`config.mk`:
```
export PLATFORM = sky130hd
export DESIGN_NAME = mtm_alu_deserializer
export DESIGN_NICKNAME = d
export VERILOG_FILES = /design/src/rtl/mtm_Alu_pkg.sv /design/src/rtl/mtm_Alu_uart_rx.sv /design/src/rtl/mtm_alu_deserializer.sv
export SDC_FILE = /design/constraint.sdc
export NUM_CORES = 1
export LEC_CHECK = 0
export CAP_MARGIN = 30
export CORE_MARGIN = 4
export CORE_UTILIZATION = 50
export CTS_CLUSTER_SIZE = 14
export DETAILED_ROUTE_END_ITERATION = 12
export PLACE_DENSITY = 0.75
export SYNTH_ARGS = -nofsm -noshare
export SYNTH_HDL_FRONTEND = slang
export SYNTH_SLANG_ARGS = --single-unit
```
`constraint.sdc`:
```
create_clock -name clk -period 1.9 [get_ports clk]
set_clock_uncertainty 0.15 [all_clocks]
set_input_delay 0.475 -clock clk [delete_from_list [all_inputs] [get_ports clk]]
set_output_delay 0.475 -clock clk [all_outputs]
set_load 0.005 [all_outputs]
```
`src/rtl/mtm_Alu_pkg.sv`:
```
// Constants and types shared by the ALU response serializer and deserializer.
package mtm_Alu_pkg;

  // Frame type bit values
  localparam logic FT_DATA = 1'b0;
  localparam logic FT_CTL  = 1'b1;

  // Payload bit that marks a CTL frame as an error packet
  localparam int unsigned CTL_ERR_BIT = 7;

  // Number of DATA frames in an OK packet, sized to match the frame counter
  localparam int unsigned FCNT_W      = 3;
  localparam logic [2:0]  DATA_FRAMES = 3'd4;

  // Receiver bit-level FSM states
  typedef enum logic [2:0] {
    ST_IDLE,
    ST_START,
    ST_BITS,
    ST_STOP_CHK,
    ST_WAIT_IDLE
  } rx_state_e;

  // Error-packet parity is good when all eight payload bits XOR to 1
  function automatic logic err_parity_ok(input logic [7:0] p);
    return ^p;
  endfunction

endpackage

```
`src/rtl/mtm_Alu_uart_rx.sv`:
```
// Serial frame receiver: synchronizes sin, recovers one 11-bit frame
// (start, type, 8 payload bits MSB first, stop) and reports it or a stop-bit error.
module mtm_Alu_uart_rx #(
  parameter int unsigned CLK_PER_BIT = 16
) (
  input  logic       clk,
  input  logic       rst,
  input  logic       sin,
  output logic       frame_valid,
  output logic       frame_type,
  output logic [7:0] payload,
  output logic       stop_err
);
  import mtm_Alu_pkg::*;

  localparam int unsigned   CW          = $clog2(CLK_PER_BIT + 1);
  localparam logic [CW-1:0] C_ONE       = CW'(1);
  localparam logic [CW-1:0] C_HALF      = CW'(CLK_PER_BIT / 2);
  localparam logic [CW-1:0] C_FULL      = CW'(CLK_PER_BIT);
  localparam logic [CW-1:0] C_IDLE_LAST = CW'(CLK_PER_BIT - 1);
  // type bit plus 8 payload bits are shifted in before the stop bit
  localparam logic [3:0]    N_SHIFT     = 4'd9;

  logic [1:0]    r_sync;
  rx_state_e     r_state;
  rx_state_e     w_state_nxt;
  logic [CW-1:0] r_cnt;
  logic [CW-1:0] w_cnt_nxt;
  logic [3:0]    r_bit_cnt;
  logic [3:0]    w_bit_nxt;
  logic [8:0]    r_shift;
  logic [8:0]    w_shift_nxt;
  logic          w_rxd;
  logic          w_frame_valid;
  logic          w_stop_err;

  assign w_rxd = r_sync[1];

  // Two-flop synchronizer, FSM state and bit-timing registers
  always_ff @(posedge clk) begin
    if (!rst) begin
      r_sync    <= 2'b11;
      r_state   <= ST_IDLE;
      r_cnt     <= '0;
      r_bit_cnt <= '0;
      r_shift   <= '0;
    end else begin
      r_sync    <= {r_sync[0], sin};
      r_state   <= w_state_nxt;
      r_cnt     <= w_cnt_nxt;
      r_bit_cnt <= w_bit_nxt;
      r_shift   <= w_shift_nxt;
    end
  end

  // Next-state, bit sampling and frame/stop-error strobes.
  // The stop bit is sampled in STOP_CHK itself so the frame strobe is
  // available in the same cycle as the stop-bit sample.
  always_comb begin
    w_state_nxt   = r_state;
    w_cnt_nxt     = r_cnt;
    w_bit_nxt     = r_bit_cnt;
    w_shift_nxt   = r_shift;
    w_frame_valid = 1'b0;
    w_stop_err    = 1'b0;
    case (r_state)
      ST_IDLE: begin
        if (!w_rxd) begin
          w_state_nxt = ST_START;
          w_cnt_nxt   = C_ONE;
        end
      end
      ST_START: begin
        if (r_cnt == C_HALF) begin
          if (w_rxd) begin
            w_state_nxt = ST_IDLE;
          end else begin
            w_state_nxt = ST_BITS;
            w_cnt_nxt   = C_ONE;
            w_bit_nxt   = '0;
          end
        end else begin
          w_cnt_nxt = r_cnt + 1'b1;
        end
      end
      ST_BITS: begin
        if (r_cnt == C_FULL) begin
          w_cnt_nxt   = C_ONE;
          w_shift_nxt = {r_shift[7:0], w_rxd};
          w_bit_nxt   = r_bit_cnt + 1'b1;
          if (r_bit_cnt == N_SHIFT - 4'd1) begin
            w_state_nxt = ST_STOP_CHK;
          end
        end else begin
          w_cnt_nxt = r_cnt + 1'b1;
        end
      end
      ST_STOP_CHK: begin
        if (r_cnt == C_FULL) begin
          w_bit_nxt = r_bit_cnt + 1'b1;
          if (w_rxd) begin
            w_frame_valid = 1'b1;
            w_state_nxt   = ST_IDLE;
          end else begin
            w_stop_err  = 1'b1;
            w_state_nxt = ST_WAIT_IDLE;
            w_cnt_nxt   = '0;
          end
        end else begin
          w_cnt_nxt = r_cnt + 1'b1;
        end
      end
      ST_WAIT_IDLE: begin
        if (!w_rxd) begin
          w_cnt_nxt = '0;
        end else if (r_cnt == C_IDLE_LAST) begin
          w_state_nxt = ST_IDLE;
          w_cnt_nxt   = '0;
        end else begin
          w_cnt_nxt = r_cnt + 1'b1;
        end
      end
      default: begin
        w_state_nxt = ST_IDLE;
        w_cnt_nxt   = '0;
      end
    endcase
  end

  assign frame_valid = w_frame_valid;
  assign stop_err    = w_stop_err;
  assign frame_type  = r_shift[8];
  assign payload     = r_shift[7:0];

endmodule

```
`src/rtl/mtm_alu_deserializer.sv`:
```
// ALU response deserializer: assembles received frames into OK or error
// results and flags malformed frames or packets.
module mtm_alu_deserializer #(
  parameter int unsigned CLK_PER_BIT = 16
) (
  input  logic        clk,
  input  logic        rst,
  input  logic        sin,
  output logic [31:0] data_out,
  output logic [3:0]  alu_flags_out,
  output logic [2:0]  crc_out,
  output logic [5:0]  err_flags_out,
  output logic        parity_err,
  output logic        result_is_err,
  output logic        result_valid,
  output logic        frame_err
);
  import mtm_Alu_pkg::*;

  logic              w_frame_valid;
  logic              w_frame_type;
  logic [7:0]        w_payload;
  logic              w_stop_err;

  logic [FCNT_W-1:0] r_frame_cnt;
  logic [31:0]       r_acc;
  logic [31:0]       r_data;
  logic [3:0]        r_flags;
  logic [2:0]        r_crc;
  logic [5:0]        r_err_flags;
  logic              r_parity_err;
  logic              r_is_err;
  logic              r_valid;
  logic              r_frame_err;

  logic              w_data_ok;
  logic              w_ok_pkt;
  logic              w_err_pkt;
  logic              w_bad;

  mtm_Alu_uart_rx #(
    .CLK_PER_BIT(CLK_PER_BIT)
  ) u_rx (
    .clk        (clk),
    .rst        (rst),
    .sin        (sin),
    .frame_valid(w_frame_valid),
    .frame_type (w_frame_type),
    .payload    (w_payload),
    .stop_err   (w_stop_err)
  );

  // Classify each received frame against the packet position
  always_comb begin
    w_data_ok = 1'b0;
    w_ok_pkt  = 1'b0;
    w_err_pkt = 1'b0;
    w_bad     = w_stop_err;
    if (w_frame_valid) begin
      if (w_frame_type == FT_DATA) begin
        w_data_ok = (r_frame_cnt < DATA_FRAMES);
      end else if (!w_payload[CTL_ERR_BIT]) begin
        w_ok_pkt  = (r_frame_cnt == DATA_FRAMES);
      end else begin
        w_err_pkt = (r_frame_cnt == '0);
      end
      w_bad = !(w_data_ok || w_ok_pkt || w_err_pkt);
    end
  end

  // Packet tracker, accumulator and result registers
  always_ff @(posedge clk) begin
    if (!rst) begin
      r_frame_cnt  <= '0;
      r_acc        <= '0;
      r_data       <= '0;
      r_flags      <= '0;
      r_crc        <= '0;
      r_err_flags  <= '0;
      r_parity_err <= 1'b0;
      r_is_err     <= 1'b0;
      r_valid      <= 1'b0;
      r_frame_err  <= 1'b0;
    end else begin
      r_valid     <= 1'b0;
      r_frame_err <= 1'b0;
      if (w_data_ok) begin
        r_acc       <= {r_acc[23:0], w_payload};
        r_frame_cnt <= r_frame_cnt + 1'b1;
      end
      if (w_ok_pkt) begin
        r_data       <= r_acc;
        r_flags      <= w_payload[6:3];
        r_crc        <= w_payload[2:0];
        r_is_err     <= 1'b0;
        r_parity_err <= 1'b0;
        r_valid      <= 1'b1;
        r_frame_cnt  <= '0;
      end
      if (w_err_pkt) begin
        r_err_flags  <= w_payload[6:1];
        r_parity_err <= !err_parity_ok(w_payload);
        r_is_err     <= 1'b1;
        r_valid      <= 1'b1;
        r_frame_cnt  <= '0;
      end
      if (w_bad) begin
        r_frame_err <= 1'b1;
        r_frame_cnt <= '0;
      end
    end
  end

  assign data_out      = r_data;
  assign alu_flags_out = r_flags;
  assign crc_out       = r_crc;
  assign err_flags_out = r_err_flags;
  assign parity_err    = r_parity_err;
  assign result_is_err = r_is_err;
  assign result_valid  = r_valid;
  assign frame_err     = r_frame_err;

endmodule
```
==> results of run 1 <==
==> path summary, 6_finish.rpt <==
check	start	to	slack [ns]
worst max-delay path	u_rx.r_cnt[0]$_SDFFE_PN0P_	r_acc[8]$_SDFFE_PN0P_	-0.04
worst min-delay path	u_rx.r_sync[0]$_SDFF_PN1_	u_rx.r_sync[1]$_SDFF_PN1_	0.27
worst max register to register	u_rx.r_cnt[0]$_SDFFE_PN0P_	r_acc[8]$_SDFFE_PN0P_	-0.04
worst min register to register	u_rx.r_sync[0]$_SDFF_PN1_	u_rx.r_sync[1]$_SDFF_PN1_	0.27
==> worst max-delay path, delay by kind of cell, from the launching register on <==
kind                       cells  cell delay (ns)
buffers and inverters          3             0.45
adders and majority gates      1             0.17
and+or+nand+nor                3             0.48
muxes                          1             0.21
DFF                            1             0.38
==> cell families (layout without fill, tap and decap cells) <==
family	Yosys count	count (layout)	share of synthesized area [%]
xor gates and xnor gates	9	9	1.80
muxes	49	49	11.2
DFF	107	107	48.8
buffers and inverters	47	126	5.19
AOI/OAI and AO/OA	83	83	11.5
and+or+nand+nor	186	186	19.5
adders and majority gates	7	7	2.00
==> layer usage <==
metal  wire (um)  vias to the layer above
li1            -                     1809
met1        4900                     1825
met2        5860                       88
met3         482                       17
met4         210                        0
met5           0                        -
==> power breakdown <==
| part | switching [mW] | internal [mW] |
|---|---|---|
| combinational | 0.240 | 0.185 |
| clock | 0.882 | 0.553 |
| sequential | 0.0316 | 2.26 |
| total | 1.15 | 3.00 |
==> cells in the mapped netlist (3+ instances only) <==
master	count
a21oi_1	46
a22oi_1	4
and2_1	3
buf_2	5
buf_6	5
clkbuf_1	24
dfxtp_1	107
ha_1	7
inv_1	10
mux2i_1	49
nand2_1	84
nand2b_1	3
nand3_1	8
nand4_1	4
nor2_1	56
nor3_1	7
o211ai_1	3
o21ai_0	6
o22ai_1	3
xnor2_1	8
==> area by class of cell <==
| cell class | instances | share of cell area, % |
|---|---|---|
| repair buffers | 99 | 18.8 |
| well taps | 105 | 2.27 |
| clock buffers | 10 | 2.38 |
| flip-flops and latches | 107 | 38.0 |
| clock inverters | 6 | 1.13 |
| multi-input cells | 334 | 36.6 |
| inverters | 11 | 0.758 |
==> state kept, by name, indices dropped and copies added (netlist names) <==
| name | count |
|---|---|
| alu_flags_out | 4 |
| crc_out | 3 |
| data_out | 32 |
| err_flags_out | 6 |
| frame_err | 1 |
| parity_err | 1 |
| r_acc | 32 |
| r_frame_cnt | 3 |
| result_is_err | 1 |
| result_valid | 1 |
| u_rx.r_bit_cnt | 4 |
| u_rx.r_cnt | 5 |
| u_rx.r_shift | 9 |
| u_rx.r_state | 3 |
| u_rx.r_sync | 2 |
==> metrics by stage <==
step | setup slack, ns | hold WS (ns)
after CTS | 0.00179 | 0.275
after floorplan | 0.0267 | 0.236
after detailed placement | -0.0660 | 0.248
after global placement | -0.0370 | 0.240
final | -0.0365 | 0.271
after global routing | -0.107 | 0.285
==> repair_timing <==
item	CTS	global route
buffers inserted	0	5
gates resized for setup	9	67
setup endpoints to repair	64	114
pin swaps	0	7
endpoints found under the hold margin	0	0
hold buffers	0	0
cloned	0	5
==> results.py, run 1 <==
metrics = {
    "global_routing": {
        "grt_max_degree": 33,
        "met2_usage_pct": 35.8,
        "globalRouteMet3Util_pct": 5.10,
        "antenna_found_initial": 0,
        "grt_use_total_pct": 21.5,
        "use_met1_pct": 27.0,
        "overflow": 0,
        "busiest_layer": "met2",
        "grt_pass1_vias": 3597,
        "grt_pass1_wl_um": 17600,
    },
    "clock_tree": {
        "numCtsBuffers": 9,
        "cts_tree": "done",
        "clk_pin_slew_ns": 0.11,
        "h-tree-depth": 3,
        "clockRootBuffer": "clkbuf_8",
        "insertion_delay_ns": 0.37,
        "clock_sinks": 107,
        "clock_path_buffers": 2,
    },
    "layout": {
        "num-fill-cells": 630,
        "fin_util_pct": 68.9,
        "area_growth_pct": 31.6,
        "stdcell_count": 672,
        "seqCellArea_mm2": 0.00220,
        "fin_nets": 572,
        "n_antenna_cell": 0,
        "multi_input_area_mm2": 0.00212,
        "layout_commonest_cell": "nand2_1",
        "final_layout_size_suffix_gt1_share_pct": 21.5,
        "design_area_mm2": 0.00578,
        "mostFrequentLayoutCells": "84 x nand2_1, 68 x dfxtp_1, 56 x nor2_1",
    },
    "routing": {
        "wl_um": 11500,
        "drtIter0Drc": 181,
        "final_antenna_net_count": 0,
        "num_vias": 3739,
        "vias_per_cell": 5.56,
        "drt_first_pass_iters": 4,
        "wl_per_cell_um": 17.1,
        "drc": 0,
    },
    "synth": {
        "synth_async_sr_flop_share_pct": 0,
        "ys_ff_latch": 107,
        "yosysWarnings": 0,
        "synthCells": 488,
        "yosys.area.top_type_share_pct": 48.8,
        "synth_area_leaders": "dfxtp_1 49%, mux2i_1 11%, nand2_1 7.2%",
        "syn_area_per_cell_um2": 8.99,
        "synth-edff-count": 0,
        "syn_area_mm2": 0.00439,
        "ys.flop_type": "dfxtp_1",
        "ys_seq_area_share_pct": 48.8,
        "yosys.area.top_type": "dfxtp_1",
        "synth.net_count": 498,
        "yosysUniqueCellTypes": 53,
    },
    "job": {
        "maxCapViolations": 0,
    },
    "sta": {
        "post-route-min-period_ns": 1.94,
        "fmax_mhz": 516,
        "tns_ns": -0.177,
        "rsz0062_at_grt": "yes",
        "slew_violations": 0,
        "relSlewSlack_pct": 70.6,
        "min_period_over_period_pct": 102,
        "setup_viol": 11,
        "timing.final.hold_violations": 0,
        "fin_ws_ns": -0.0365,
        "worst_slew_pin_slew_ns": 0.430,
    },
    "place": {
        "placed_cells": 646,
        "place_area_mm2": 0.00525,
        "dpl.hpwl_um": 7330,
        "io_buffers": 51,
        "gp_congestion": 0.891,
    },
    "power_and_ir_drop": {
        "ir_worst_vdd_mv": 0.717,
        "leakagePower_nw": 2.24,
        "powerDensity_mw_per_mm2": 719,
        "total_power_mw": 4.16,
    },
    "floorplan": {
        "die-area_mm2": 0.0103,
        "std_cell_rows": 33,
        "start_util_pct": 52.4,
        "die_h_um": 102,
        "core_mm2": 0.00838,
        "design.portCount": 52,
        "die_w_um": 102,
    },
    "worst_setup_path": {
        "end_kind": "register",
        "cp-start-kind": "register",
        "crit_chain": "inv_4, ha_4, nand4bb_4, nor4_4, buf_6, clkbuf_16, mux2i_1, nor2_1",
        "cp.required_ns": 2.02,
        "slowest_stage": "dfxtp_4",
        "worstSetupPathType": "register to register",
        "arrival_ns": 2.06,
        "critical_path.max_stage_delay_ns": 0.38,
        "r2r_cells": 8,
        "crit_fanout": 8,
    },
    "run_status": {
        "violations": "setup timing",
        "status": "finished, violations left",
    },
    "hold_path": {
        "hold_depth": 1,
        "hold_class": "register to register",
    },
}
Note: power is estimated with default switching activity, not from simulation.
==> run 2, diff against run 1 <==
--- a/config.mk
+++ b/config.mk
@@ -13,4 +13,5 @@
 export PLACE_DENSITY = 0.75
 export SYNTH_ARGS = -nofsm -noshare
 export SYNTH_HDL_FRONTEND = slang
+export SYNTH_HIERARCHICAL = 1
 export SYNTH_SLANG_ARGS = --single-unit
==> run 2 against run 1 <==
Compared with the run above:
- the flow still finishes with violations (setup timing)
- clock power down 8%
- synthesized area grew 2.5%
- critical path depth rose by 3
- global-route usage is 1.3 points lower
- register-to-register slack lost 0.14 ns
- combinational power is 71% lower
==> results.py, run 2 <==
metrics = {
    "run_status": {
        "status": "finished, violations left",
        "violations": "setup timing",
    },
    "routing": {
        "drtIter0Drc": 224,
        "wl_per_cell_um": 14.8,
        "wl_um": 10500,
        "drc": 0,
        "vias_per_cell": 5.37,
        "final_antenna_net_count": 0,
        "num_vias": 3796,
        "drt_first_pass_iters": 5,
    },
    "clock_tree": {
        "clock_sinks": 107,
        "cts_hold_buffers": 0,
        "clock_path_buffers": 2,
        "numCtsBuffers": 9,
        "cts_tree": "done",
        "clockRootBuffer": "clkbuf_8",
        "clk_pin_slew_ns": 0.11,
        "insertion_delay_ns": 0.37,
        "h-tree-depth": 3,
    },
    "layout": {
        "n_antenna_cell": 0,
        "layout_commonest_cell": "nand2_1",
        "mostFrequentLayoutCells": "135 x nand2_1, 94 x dfxtp_1, 60 x a21boi_1",
        "fin_nets": 605,
        "final_layout_size_suffix_gt1_share_pct": 22.7,
        "area_growth_pct": 32.9,
    },
    "sta": {
        "fin_hold_ws_ns": 0.282,
        "worst_slew_pin_slew_ns": 0.334,
        "rsz0062_at_grt": "yes",
        "post-route-min-period_ns": 2.08,
        "fin_ws_ns": -0.177,
        "setup_viol": 86,
        "timing.final.hold_violations": 0,
        "slew_violations": 0,
        "fmax_mhz": 481,
        "relSlewSlack_pct": 77.7,
        "min_period_over_period_pct": 109,
    },
    "synth": {
        "synthCells": 520,
        "yosys.area.top_type_share_pct": 47.6,
        "synth.net_count": 531,
        "yosys.area.top_type": "dfxtp_1",
        "yosysWarnings": 6,
        "yosysUniqueCellTypes": 51,
        "synth_area_leaders": "dfxtp_1 48%, nand2_1 13%, a21boi_0 11%",
        "ys_seq_area_share_pct": 47.6,
        "yosysMostFrequentCell": "nand2_1",
        "yosys-top-cells-count": "160 x nand2_1, 107 x dfxtp_1, 64 x a21boi_0",
        "synth_async_sr_flop_share_pct": 0,
        "ys_ff_latch": 107,
        "synth-edff-count": 0,
        "syn_area_mm2": 0.00450,
        "syn_area_per_cell_um2": 8.65,
        "ys.flop_type": "dfxtp_1",
    },
    "floorplan": {
        "die_w_um": 103,
        "start_util_pct": 51.6,
        "design.portCount": 52,
        "std_cell_rows": 34,
        "die_h_um": 103,
        "die-area_mm2": 0.0106,
        "core_mm2": 0.00872,
    },
    "job": {
        "maxCapViolations": 0,
    },
    "place": {
        "gp_congestion": 0.857,
        "io_buffers": 51,
        "dpl.hpwl_um": 6560,
    },
    "power_and_ir_drop": {
        "ir_worst_vdd_mv": 0.387,
        "powerDensity_mw_per_mm2": 618,
        "total_power_mw": 3.69,
        "leakagePower_nw": 2.27,
    },
    "worst_setup_path": {
        "crit_fanout": 7,
        "path_buf_inv": 4,
        "end_kind": "register",
        "crit_family": "simple AND/OR/NAND/NOR gates",
        "cp-start-kind": "register",
        "crit_chain": "inv_2, ha_4, nor3b_2, and3_1, and3_4, buf_6, and2_4, buf_12, buf_16, a21oi_2, nor2_1",
        "slowest_stage": "dfxtp_2",
        "critical_path.max_stage_delay_ns": 0.36,
        "arrival_ns": 2.17,
        "cp.required_ns": 2.00,
        "worstSetupPathType": "register to register",
    },
    "global_routing": {
        "grt_pass1_vias": 3595,
        "antenna_found_initial": 0,
        "grt_pass1_wl_um": 17100,
        "overflow": 0,
        "grt_use_total_pct": 20.2,
        "grt_max_degree": 75,
    },
    "hold_path": {
        "hold_class": "register to register",
    },
}
-- run 2: cell families (layout without fill, tap and decap cells) --
family / after synthesis / count (layout) / synth area share [%]
adders and majority gates: 8 / 8 / 2.22
muxes: 17 / 17 / 3.81
DFF: 107 / 107 / 47.6
xor gates and xnor gates: 7 / 7 / 1.36
AOI/OAI and AO/OA: 108 / 108 / 17.3
and+or+nand+nor: 228 / 228 / 22.7
buffers and inverters: 45 / 124 / 5.01
-- run 2: metrics by stage --
| step | utilization [%] | area [um2] | setup slack [ns] | setup TNS (ns) | instances |
|---|---|---|---|---|---|
| finish | 68.6 | 5980 | -0.177 | -8.83 | 707 |
| global route | 68.6 | 5980 | -0.272 | -18.11 | 707 |
| CTS | 66.0 | 5750 | -0.155 | -8.72 | 707 |
| detailed placement | 60.9 | 5310 | -0.181 | -10.20 | 679 |
| global placement | 60.9 | 5310 | -0.112 | -4.06 | 679 |
| floorplan | - | 4570 | -0.158 | -5.12 | 520 |
-- run 2: path summary, 6_finish.rpt --
check                                              endpoint                       start  slack, ns  depth (start not counted)
worst max register to register  r_frame_cnt[2]$_SDFFE_PP0P_  u_rx/r_cnt[0]$_SDFFE_PN0N_      -0.18                         11
worst max-delay path            r_frame_cnt[2]$_SDFFE_PP0P_  u_rx/r_cnt[0]$_SDFFE_PN0N_      -0.18                         11
worst min register to register    u_rx/r_sync[1]$_SDFF_PN1_   u_rx/r_sync[0]$_SDFF_PN1_       0.28                          1
worst min-delay path              u_rx/r_sync[1]$_SDFF_PN1_   u_rx/r_sync[0]$_SDFF_PN1_       0.28                          1
-- run 2: timing repair --
action,CTS,global route
endpoints found under the setup margin,85,107
gates cloned,3,0
resized for setup,59,70
pin swaps,9,44
setup buffers,9,1
-- run 2: cell type report --
class	instances	area [um2]
timing repair buffer	97	1040
inverter	11	41.3
multi-input combinational	368	2420
fill	648	2740
tap	108	135
sequential	107	2160
clock inverter	6	55.1
clock buffer	10	128
-- run 2: power breakdown --
part / leakage (nW) / internal (mW) / switching, mW
sequential: 0.869 / 2.25 / 0.00274
combinational: 1.31 / 0.0656 / 0.0589
clock: 0.0869 / 0.504 / 0.817
total: 2.27 / 2.81 / 0.879
-- run 2: routing by layer --
metal	wire length (um)	GRT usage (%)	up-vias
met4	159	7.47	0
met5	0	0	-
li1	-	-	1882
met2	5110	33.1	91
met3	418	2.71	15
met1	4800	27.3	1808
==> run 3, diff against run 2 <==
--- a/config.mk
+++ b/config.mk
@@ -11,6 +11,7 @@
 export CTS_CLUSTER_SIZE = 14
 export DETAILED_ROUTE_END_ITERATION = 12
 export PLACE_DENSITY = 0.75
+export SETUP_SLACK_MARGIN = 0.2
 export SYNTH_ARGS = -nofsm -noshare
 export SYNTH_HDL_FRONTEND = slang
 export SYNTH_HIERARCHICAL = 1
==> run 3 against run 2 <==
Compared with the run above:
- the run still ends with setup timing left
- register-to-register slack lost 0.05 ns
- sequential cell count unchanged
- global-route usage up 0.97 points
- combinational power up 17%
- sequential share of layout area down 1.1 points
- final area is 4.8% higher
- setup slack lost 0.050 ns
- critical path depth unchanged
- core utilization grew 3.3 points
- hold slack lost 0.0082 ns
- sequential power about the same
- final cell count is 0.71% higher
- critical endpoint is now data_out[5]$_SDFFE_PN0P_
==> results.py, run 3 (synthesis results as in run 2) <==
metrics = {
    "sta": {
        "slew_violations": 0,
        "timing.final.hold_violations": 0,
        "setup_viol": 91,
        "post-route-min-period_ns": 2.13,
        "rsz0062_at_grt": "yes",
        "fin_ws_ns": -0.227,
        "worst_slew_pin_slew_ns": 0.324,
        "fmax_mhz": 470,
        "relSlewSlack_pct": 78.3,
        "min_period_over_period_pct": 112,
    },
    "clock_tree": {
        "clockRootBuffer": "clkbuf_8",
        "insertion_delay_ns": 0.37,
        "clk_pin_slew_ns": 0.10,
        "cts_tree": "done",
        "h-tree-depth": 3,
        "numCtsBuffers": 9,
        "clock_path_buffers": 2,
        "cts_hold_buffers": 0,
        "clock_sinks": 107,
    },
    "routing": {
        "drtIter0Drc": 151,
        "vias_per_cell": 5.45,
        "wl_per_cell_um": 16.4,
        "num_vias": 3877,
        "drc": 0,
        "drt_first_pass_iters": 4,
        "wl_um": 11700,
        "final_antenna_net_count": 0,
    },
    "worst_setup_path": {
        "worstSetupPathType": "register to register",
        "slowest_stage": "dfxtp_2",
        "cp.required_ns": 2.05,
        "critical_path.max_stage_delay_ns": 0.34,
        "path_depth": 11,
        "crit_chain": "inv_2, ha_4, nor3b_4, and3_4, and3_4, nand3_4, nor2_4, buf_12, clkbuf_16, nand2_4, a21boi_1",
        "end_kind": "register",
        "crit_family": "simple AND/OR/NAND/NOR gates",
        "r2r_slack_ns": -0.23,
        "cp-start-kind": "register",
        "r2r_end": "data_out[5]$_SDFFE_PN0P_",
        "crit_top_cell": "and3_4",
        "r2r_start": "u_rx/r_cnt[0]$_SDFFE_PN0N_",
        "r2r_cells": 11,
        "path_buf_inv": 3,
        "arrival_ns": 2.28,
        "crit_fanout": 5,
    },
    "place": {
        "dpl_worst_slack_ns": -0.193,
        "dpl.hpwl_um": 6590,
        "io_buffers": 51,
        "gp_congestion": 0.833,
    },
    "floorplan": {
        "die-area_mm2": 0.0106,
        "start_util_pct": 51.6,
        "die_h_um": 103,
        "std_cell_rows": 34,
        "design.portCount": 52,
        "core_mm2": 0.00872,
        "die_w_um": 103,
    },
    "layout": {
        "mostFrequentLayoutCells": "131 x nand2_1, 68 x dfxtp_1, 58 x a21boi_1",
        "layout_commonest_cell": "nand2_1",
        "final_layout_size_suffix_gt1_share_pct": 31.6,
        "area_growth_pct": 39.2,
        "fin_nets": 610,
        "n_antenna_cell": 0,
    },
    "hold_path": {
        "hold_class": "register to register",
        "hold_depth": 1,
        "min_from": "u_rx/r_sync[0]$_SDFF_PN1_",
        "min_to": "u_rx/r_sync[1]$_SDFF_PN1_",
    },
    "power_and_ir_drop": {
        "powerDensity_mw_per_mm2": 611,
        "leakagePower_nw": 2.56,
        "ir_worst_vdd_mv": 0.429,
        "total_power_mw": 3.82,
    },
    "run_status": {
        "violations": "setup timing",
        "status": "finished, violations left",
    },
    "global_routing": {
        "grt_use_total_pct": 21.2,
        "grt_pass1_vias": 3652,
        "grt_pass1_wl_um": 17700,
        "grt_max_degree": 35,
        "overflow": 0,
        "antenna_found_initial": 0,
    },
    "job": {
        "maxCapViolations": 0,
    },
}
## run 3: timing repair
action,CTS,global route
gates resized for setup,112,116
setup endpoints to repair,153,110
pin swaps,12,25
buffers inserted,6,7
cloned,3,5
## run 3: how the worst max path moves through the flow
stage | to | slack, ns | startpoint
floorplan | result_is_err$_SDFFE_PN0P_ | -0.16 | u_rx/r_cnt[0]$_SDFFE_PN0N_
global placement | result_is_err$_SDFFE_PN0P_ | -0.11 | u_rx/r_cnt[1]$_SDFFE_PN0N_
detailed placement | result_is_err$_SDFFE_PN0P_ | -0.19 | u_rx/r_cnt[0]$_SDFFE_PN0N_
CTS | result_is_err$_SDFFE_PN0P_ | -0.18 | u_rx/r_cnt[1]$_SDFFE_PN0N_
global route | data_out[29]$_SDFFE_PN0P_ | -0.32 | u_rx/r_cnt[0]$_SDFFE_PN0N_
finish | data_out[5]$_SDFFE_PN0P_ | -0.23 | u_rx/r_cnt[0]$_SDFFE_PN0N_
## run 3: power breakdown
group | switching (mW) | internal, mW | total [mW] | leakage [nW]
clock | 0.784 | 0.648 | 1.43 | 0.104
sequential | 0.00221 | 2.24 | 2.25 | 0.882
combinational | 0.0696 | 0.0766 | 0.146 | 1.57
## run 3: metal layers
| layer | up-vias | GRT usage (%) | routed length (um) |
|---|---|---|---|
| li1 | 1884 | - | - |
| met3 | 20 | 3.18 | 617 |
| met4 | 0 | 7.87 | 215 |
| met5 | - | 0 | 0 |
| met2 | 113 | 35.3 | 5840 |
| met1 | 1860 | 27.9 | 5020 |
## run 3: per-stage QoR
| step | instance area (um2) | hold WS (ns) | utilization [%] | instances | TNS, ns |
|---|---|---|---|---|---|
| 6_report | 6260 | 0.274 | 71.8 | 712 | -14.39 |
| 5_1_grt | 6260 | 0.303 | 71.8 | 712 | -23.78 |
| 4_1_cts | 5720 | 0.261 | 65.6 | 700 | -10.04 |
| 3_5_place_dp | 5290 | 0.253 | 60.6 | 675 | -8.24 |
| 3_3_place_gp | 5290 | 0.240 | 60.6 | 675 | -3.07 |
| 2_1_floorplan | 4590 | 0.236 | - | 520 | -5.12 |
## run 3: layout make-up
| type | instances | area (um2) |
|---|---|---|
| tap | 108 | 135 |
| multi-input combinational | 368 | 2590 |
| sequential | 107 | 2190 |
| clock inverter | 6 | 63.8 |
| clock buffer | 10 | 138 |
| fill | 631 | 2460 |
| timing repair buffer | 102 | 1110 |
| inverter | 11 | 41.3 |
